`config.mk`:
```
export PLATFORM = sky130hd
export DESIGN_NAME = video_stream_pattern_gen
export DESIGN_NICKNAME = d
export VERILOG_FILES = /design/src/rtl/video_stream_pattern_gen.sv
export SDC_FILE = /design/constraint.sdc
export NUM_CORES = 1
export LEC_CHECK = 0
export ABC_AREA = 1
export ABC_CLOCK_PERIOD_IN_PS = 4700
export BUFFER_PORTS_ARGS = -buffer_cell sky130_fd_sc_hd__buf_2
export CORE_ASPECT_RATIO = 1.1
export CORE_MARGIN = 2
export CORE_UTILIZATION = 55
export CTS_CLUSTER_DIAMETER = 150
export CTS_CLUSTER_SIZE = 25
export DETAILED_ROUTE_END_ITERATION = 8
export HOLD_SLACK_MARGIN = 0.06
export PLACE_DENSITY = 0.83
export SKIP_CTS_REPAIR_TIMING = 1
export SLEW_MARGIN = 20
export SYNTH_ARGS = -nofsm -noshare
export SYNTH_HDL_FRONTEND = slang
export SYNTH_SLANG_ARGS = --single-unit
```
`constraint.sdc`:
```
create_clock -name clk -period 4.7 [get_ports clk]
set_input_delay 0.235 -clock clk [delete_from_list [all_inputs] [get_ports clk]]
set_output_delay 0.235 -clock clk [all_outputs]
set_load 0.02 [all_outputs]
```
`src/rtl/video_stream_pattern_gen.sv`:
```
// AXI4-Stream video test-pattern source: frames of V_ACTIVE lines x H_ACTIVE beats with SOF on
// out_user and EOL on out_last, selectable ramp / colour bars / checkerboard / constant payload.
module video_stream_pattern_gen #(
  parameter int DATA_WIDTH = 40,
  parameter int H_ACTIVE   = 1920,
  parameter int V_ACTIVE   = 1080,
  parameter int LINE_GAP   = 0,
  parameter int FRAME_GAP  = 16,
  parameter int CHECK_LOG2 = 4
) (
  input  logic                  clk,
  input  logic                  rstn,
  input  logic                  enable,
  input  logic [1:0]            pattern_sel,
  input  logic [DATA_WIDTH-1:0] const_value,
  output logic [DATA_WIDTH-1:0] out_data,
  output logic                  out_valid,
  output logic                  out_user,
  output logic                  out_last,
  input  logic                  out_ready,
  output logic                  frame_done,
  output logic                  busy,
  output logic [15:0]           frame_cnt,
  output logic [1:0]            state_dbg
);

  // Handshake: a beat moves on any cycle with out_valid & out_ready. Once out_valid is raised,
  // out_data/out_user/out_last stay frozen and out_valid stays high until that transfer happens.

  localparam int          LANE_W  = DATA_WIDTH / 4;
  localparam logic [15:0] X_LAST  = 16'(H_ACTIVE - 1);
  localparam logic [15:0] Y_LAST  = 16'(V_ACTIVE - 1);
  localparam logic [15:0] LG_LAST = 16'(LINE_GAP - 1);
  localparam logic [15:0] FG_LAST = 16'(FRAME_GAP - 1);
  localparam logic [15:0] BAR_W   = (H_ACTIVE / 8 > 0) ? 16'(H_ACTIVE / 8) : 16'd1;

  if (H_ACTIVE < 2 || V_ACTIVE < 1 || (DATA_WIDTH % 4) != 0) begin : g_param_check
    $error("video_stream_pattern_gen: unsupported parameter set");
  end

  typedef enum logic [1:0] {
    S_IDLE      = 2'd0,
    S_ACTIVE    = 2'd1,
    S_LINE_GAP  = 2'd2,
    S_FRAME_GAP = 2'd3
  } state_t;

  state_t                state, state_n;
  logic [15:0]           x, x_n, y, y_n, gap, gap_n, cnt_n, bar_full;
  logic [DATA_WIDTH-1:0] pix, pix_n, const_q, const_n, data_n, pat;
  logic [1:0]            sel_q, sel_n;
  logic [2:0]            bar;
  logic                  valid_n, user_n, last_n, done_n, load, drop, xfer;

  assign busy      = (state != S_IDLE);
  assign state_dbg = state;

  always_comb begin
    state_n = state;
    x_n     = x;
    y_n     = y;
    pix_n   = pix;
    gap_n   = gap;
    sel_n   = sel_q;
    const_n = const_q;
    cnt_n   = frame_cnt;
    done_n  = 1'b0;
    load    = 1'b0;
    drop    = 1'b0;
    xfer    = out_valid & out_ready;
    case (state)
      S_IDLE: begin
        if (enable) begin
          state_n = S_ACTIVE;
          sel_n   = pattern_sel;
          const_n = const_value;
          x_n     = '0;
          y_n     = '0;
          pix_n   = '0;
          load    = 1'b1;
        end
      end
      S_ACTIVE: begin
        if (xfer) begin
          pix_n = pix + DATA_WIDTH'(1);
          if (x == X_LAST) begin
            x_n = '0;
            if (y == Y_LAST) begin
              y_n    = '0;
              pix_n  = '0;
              done_n = 1'b1;
              cnt_n  = frame_cnt + 16'd1;
              if (FRAME_GAP > 0) begin
                state_n = S_FRAME_GAP;
                gap_n   = '0;
                drop    = 1'b1;
              end else if (enable) begin
                sel_n   = pattern_sel;
                const_n = const_value;
                load    = 1'b1;
              end else begin
                state_n = S_IDLE;
                drop    = 1'b1;
              end
            end else begin
              y_n = y + 16'd1;
              if (LINE_GAP > 0) begin
                state_n = S_LINE_GAP;
                gap_n   = '0;
                drop    = 1'b1;
              end else begin
                load = 1'b1;
              end
            end
          end else begin
            x_n  = x + 16'd1;
            load = 1'b1;
          end
        end
      end
      S_LINE_GAP: begin
        gap_n = gap + 16'd1;
        if (gap == LG_LAST) begin
          state_n = S_ACTIVE;
          load    = 1'b1;
        end
      end
      S_FRAME_GAP: begin
        gap_n = gap + 16'd1;
        if (gap == FG_LAST) begin
          if (enable) begin
            state_n = S_ACTIVE;
            sel_n   = pattern_sel;
            const_n = const_value;
            load    = 1'b1;
          end else begin
            state_n = S_IDLE;
          end
        end
      end
      default: state_n = S_IDLE;
    endcase

    // Payload of the beat about to be presented, from its own coordinates.
    bar_full = x_n / BAR_W;
    bar      = (bar_full > 16'd7) ? 3'd7 : bar_full[2:0];
    pat      = '0;
    case (sel_n)
      2'd0: pat = pix_n;
      2'd1: begin
        for (int k = 0; k < 3; k++) pat[k*LANE_W +: LANE_W] = {LANE_W{bar[k]}};
      end
      2'd2: pat = {DATA_WIDTH{x_n[CHECK_LOG2] ^ y_n[CHECK_LOG2]}};
      default: pat = const_n;
    endcase

    valid_n = out_valid;
    user_n  = out_user;
    last_n  = out_last;
    data_n  = out_data;
    if (load) begin
      valid_n = 1'b1;
      user_n  = (x_n == 16'd0) && (y_n == 16'd0);
      last_n  = (x_n == X_LAST);
      data_n  = pat;
    end else if (drop) begin
      valid_n = 1'b0;
      user_n  = 1'b0;
      last_n  = 1'b0;
    end
  end

  always_ff @(posedge clk) begin
    if (!rstn) begin
      state      <= S_IDLE;
      x          <= '0;
      y          <= '0;
      pix        <= '0;
      gap        <= '0;
      sel_q      <= '0;
      const_q    <= '0;
      out_data   <= '0;
      out_valid  <= 1'b0;
      out_user   <= 1'b0;
      out_last   <= 1'b0;
      frame_done <= 1'b0;
      frame_cnt  <= '0;
    end else begin
      state      <= state_n;
      x          <= x_n;
      y          <= y_n;
      pix        <= pix_n;
      gap        <= gap_n;
      sel_q      <= sel_n;
      const_q    <= const_n;
      out_data   <= data_n;
      out_valid  <= valid_n;
      out_user   <= user_n;
      out_last   <= last_n;
      frame_done <= done_n;
      frame_cnt  <= cnt_n;
    end
  end

endmodule

```
==> results of run 1 <==
registers in the layout, summed over array words and instances, names as in the netlist, 2 cells and up:
name and count:
const_q 40, frame_cnt 16, gap 16, out_data 40, pix 40, sel_q 2, state_dbg 2, x 16
y 16
critical path, delay by kind of cell, from the launching register on:
| family | cells | cell delay, ns |
|---|---|---|
| buffers and inverters | 1 | 0.11 |
| AO/OA/AOI/OAI | 3 | 0.40 |
| flip-flops | 1 | 0.38 |
| AND/OR/NAND/NOR | 36 | 3.42 |
| adder cells (fa/ha/maj) | 1 | 0.16 |
metal layers:
layer / GRT usage, % / vias to the layer above / part of all wire [%]
met4: 11.0 / 0 / 3.3
met3: 4.14 / 89 / 6.4
met2: 48.2 / 506 / 48
li1: - / 5972 / -
met1: 37.7 / 5547 / 42
met5: 0 / - / 0
cell families after synthesis:
group | Yosys count | share of synthesized area [%]
simple gates | 832 | 33.1
buf+inv | 377 | 12.7
compound gates | 335 | 17.8
flops | 192 | 34.4
xor+xnor | 12 | 0.941
fa+ha+maj | 9 | 1.01
power groups by stage:
stage	sequential, mW	clock [mW]	combinational [mW]
floorplan	1.87	0	0.980
global placement	1.83	0	1.52
detailed placement	1.84	0	1.55
CTS	1.80	1.53	1.56
global route	1.82	1.60	1.84
finish	1.81	1.52	1.70
cell usage in the layout (no fill, tap or decap), types with 41 or more instances in the layout:
| cell type | netlist | routed |
|---|---|---|
| nand3_1 | 118 | 111 |
| nor2_1 | 286 | 280 |
| nor3_1 | 42 | 41 |
| a21oi_1 | 105 | 104 |
| dfxtp_1 | 192 | 176 |
| buf_4 | 1 | 54 |
| nand2_2 | 16 | 45 |
| o21ai_0 | 135 | 135 |
| buf_2 | 1 | 108 |
| inv_1 | 297 | 295 |
| nand2_1 | 275 | 231 |
area by class of cell:
| cell class | count | area [sq um] |
|---|---|---|
| Clock buffer | 18 | 429 |
| Clock inverter | 14 | 195 |
| Fill cell | 1718 | 6460 |
| Inverter | 317 | 1210 |
| Multi-Input combinational cell | 1191 | 6380 |
| Sequential cell | 192 | 3890 |
| Tap cell | 252 | 315 |
| Timing Repair Buffer | 165 | 992 |
metrics by stage:
stage               power [mW]  TNS (ns)  worst slack, ns  instances  instance area, sq um
detailed placement        3.38    -0.867          -0.0683       2085                 12000
global placement          3.35         0            0.119       2085                 12000
CTS                       4.88     -2.43           -0.125       2117                 12600
global route              5.26     -3.78           -0.244       2149                 13400
finish                    5.03         0           0.0658       2149                 13400
floorplan                 2.85         0            0.295       1757                 11200
worst paths after layout:
| kind | slack (ns) | to | depth (start not counted) | start |
|---|---|---|---|---|
| setup / recovery | 0.07 | out_data[7] | 41 | x[1] |
| hold / removal | 0.16 | const_q[4] | 5 | const_value[4] |
| setup reg to reg | 0.07 | out_data[7] | 41 | x[1] |
| hold reg to reg | 0.45 | frame_cnt[15] | 1 | frame_cnt[15] |
==> reports/results.ini, run 1 <==
[final_layout]
nets=1939
antenna_cells=0
area.growth.synth_to_final_pct=20.0
postLayoutCoreUtil_pct=67.5
final_layout_size_suffix_gt1_share_pct=18.7

[clock_tree]
path_clk_slew_ns=0.08
cts_buffers=17
cts_sinks=192
clock_latency_ns=0.44
cts_buffer_depth=2
cts_root_buf=clkbuf_16
ctsHtreeMaxLevel=4
cts_tree=yes

[logic_synthesis]
synth_area_per_cell_sq_um=6.35
yosysMostFrequentCell=inv_1
seq_area_frac_synth_pct=34.4
yosysTopAreaCell=dfxtp_1
ys_top_cells_by_count=inv_1 (297), nor2_1 (286), nand2_1 (275)
synth_area_leaders=dfxtp_1 (34%), inv_1 (10%), nor2_1 (9.6%)
syn_inst=1757
synth.top_cell.area_share_pct=34.4
yosysWarningCount=0
synth-edff-count=0
syn_area_sq_um=11200
async_reset_ff_share_pct=0
yosysUniqueCellTypes=57
ys.flop_type=dfxtp_1
ys_seq_elements=192
syn_nets=1812

[worst_setup_path]
worstSetupPathType=flip-flop to flip-flop
worstPathMaxFanout=5
cp.required_ns=5.00
crit_path_end_kind=flip-flop
crit_top_cell=nand2_4
start_kind=flip-flop
slowest_stage=dfxtp_4
crit_path_max_incr_delay_ns=0.38
critPathArrivalTime_ns=4.93

[power]
p_seq_share_pct=36.0
p_sw_share_pct=40.6
powerDensity_nw_per_um2=375
internal_power_mw=2.98
p_comb_share_pct=33.7
p_switching_mw=2.04
p_clk_share_pct=30.3
irDropWorstVdd_v=0.000299
leakagePower_nw=5.41

[placement]
post-dp-hpwl_mm=22.9
place_congestion=0.943
port_buffers=108

[timing]
fin_crit_sh_pct=98.6
finClkSkew_ns=0.0108
post-route-min-period_ns=4.63
setup_violations=0
fmax_mhz=216
rsz0062_at_grt=yes
max-slew-margin-rel_pct=21.9
whs_ns=0.155
hold_viol=0
tightest_slew_ns=1.17
report.final.slew_viol_count=0

[routing]
wl_per_cell_um=15.3
ant_nets=0
drt_iter0_drc=1117
viasPerCell=5.64
drc=0
postRouteWirelength_mm=32.9
dr_total_vias=12100
first_pass_iters=9

[grt]
gr-total-overflow=0
grt_pass1_vias=11000
antenna_found_initial=0
grt_pass1_wl_mm=52.2
grt_max_degree=87
globalRouteTotalUtil_pct=28.8

[floorplan]
die_x_um=140
io_pins=109
die_area_sq_um=21500
row_count=54
die_height_um=153
initial_core_util_pct=56.2
placeableCoreArea_sq_um=19900

[run]
max_cap_viol_count=0

[min_path]
holdCritPathClass=input pin to flip-flop

[outcome]
status=finished clean

(Power assumes the default switching activity.)
==> run 2, diff against run 1 <==
- CORE_UTILIZATION: 55 -> 60
- PLACE_DENSITY: 0.83 -> 0.89
==> run 2 against run 1 <==
  * Combinational power about the same
  * Power decreased by 2.0%
  * First-iteration DRC count increased by 12%
==> reports/results.ini, run 2 (synthesis gave the netlist of run 1 again) <==
[worst_setup_path]
cp.required_ns=5.00
critPathArrivalTime_ns=4.99
crit_path_end_kind=flip-flop
rr_worst_depth=38
start_kind=flip-flop
worstSetupPathType=flip-flop to flip-flop
slowest_stage=dfxtp_4
worstPathMaxFanout=5
crit_path_max_incr_delay_ns=0.37
reg2reg_slack_ns=0.003
crit_top_cell=nand2_4

[clock_tree]
cts_buffers=17
path_clk_slew_ns=0.08
cts_sinks=192
clock_latency_ns=0.44
cts_buffer_depth=2
cts_root_buf=clkbuf_16
cts_tree=yes
ctsHtreeMaxLevel=4

[final_layout]
fin_cells=2129
final_layout_size_suffix_gt1_share_pct=17.6
regArea_sq_um=3870
final_common_cell=inv_1
final_cell_mix=inv_1 (291), nor2_1 (278), nand2_1 (244)
nets=1928
antenna_cells=0
final_cell_area_sq_um=13100
fill_cells=1449
area.growth.synth_to_final_pct=17.7
multiInputGateArea_sq_um=6290
largestRegisters=const_q (40), out_data (40), pix (40)

[grt]
top_usage_layer=met2
grt_pass1_wl_mm=52.6
grt_max_degree=84
met3_usage_pct=5.00
gr-total-overflow=0
globalRouteTotalUtil_pct=32.0
grt_pass1_vias=11200
grt_use_met1_pct=40.8
globalRouteMet2Util_pct=53.3
antenna_found_initial=0

[placement]
place_inst=2073
port_buffers=108
post-dp-hpwl_mm=22.6
place_area_sq_um=12000
place_ws_ns=-0.0476
place_congestion=0.995

[power]
internal_power_mw=2.90
p_comb_share_pct=34.1
leakagePower_nw=5.30
p_sw_share_pct=41.1
p_clk_share_pct=29.3
irDropWorstVdd_v=0.000364
p_switching_mw=2.02
total_power_mw=4.93
p_seq_share_pct=36.6
powerDensity_nw_per_um2=375

[floorplan]
die_height_um=147
initial_core_util_pct=60.9
die_x_um=134
io_pins=109
row_count=52
die_area_sq_um=19700
placeableCoreArea_sq_um=18300

[routing]
wl_per_cell_um=15.7
viasPerCell=5.84
ant_nets=0
dr_total_vias=12400
drt_iter0_drc=1254
first_pass_iters=7
drc=0
postRouteWirelength_mm=33.5

[run]
max_cap_viol_count=0

[min_path]
holdCritPathClass=input pin to flip-flop
holdPathStages=5

[timing]
setup_ws_ns=0.00341
tightest_slew_ns=1.37
report.final.slew_viol_count=0
post-route-min-period_ns=4.70
hold_viol=0
finClkSkew_ns=0.0133
fmax_mhz=213
rsz0062_at_grt=yes
setup_violations=0
fin_crit_sh_pct=99.9
setup_tns_ns=0
max-slew-margin-rel_pct=8.12

[outcome]
status=finished clean

==> run 2: changes by cell type in the layout (fill, tap and decap cells not counted), sizes merged <==
cell / change
clkinv: +1
nand2: -1
bufinv: -1
buf: -10
==> run 2: power by group through the flow <==
stage,registers (mW),logic [mW],clock network [mW]
4_1_cts,1.80,1.54,1.44
2_1_floorplan,1.87,0.980,0
5_1_grt,1.81,1.81,1.51
3_3_place_gp,1.83,1.49,0
3_5_place_dp,1.84,1.52,0
6_report,1.81,1.68,1.44
==> run 2: cell type report <==
class	instances	share of cell area [%]
Multi-Input combinational cell	1190	47.8
Sequential cell	192	29.4
Inverter	317	9.11
Timing Repair Buffer	155	6.82
Clock buffer	18	3.34
Tap cell	243	2.31
Clock inverter	14	1.13
==> run 2: metrics by stage <==
stage | hold slack [ns] | utilization, %
floorplan | 0.417 | -
global route | 0.183 | 71.6
CTS | 0.140 | 68.5
detailed placement | 0.456 | 65.3
global placement | 0.433 | 65.3
finish | 0.142 | 71.6
==> run 2: path summary, 6_finish.rpt <==
kind	from	to
setup / recovery	x[1]	out_data[6]
hold / removal	const_value[3]	const_q[3]
setup reg to reg	x[1]	out_data[6]
hold reg to reg	out_user	out_user
==> run 2: worst max-delay path, delay by kind of cell (launching register included) <==
kind	cells	cell delay [ns]
compound gates	4	0.61
fa+ha+maj	1	0.18
buf+inv	3	0.35
flops	1	0.37
simple gates	30	3.02
==> run 2: routing by layer <==
metal  up-vias  part of all wire (%)
met5         -                     0
met4         0                   3.7
met3        97                   7.5
met2       615                    48
met1      5773                    41
li1       5946                     -
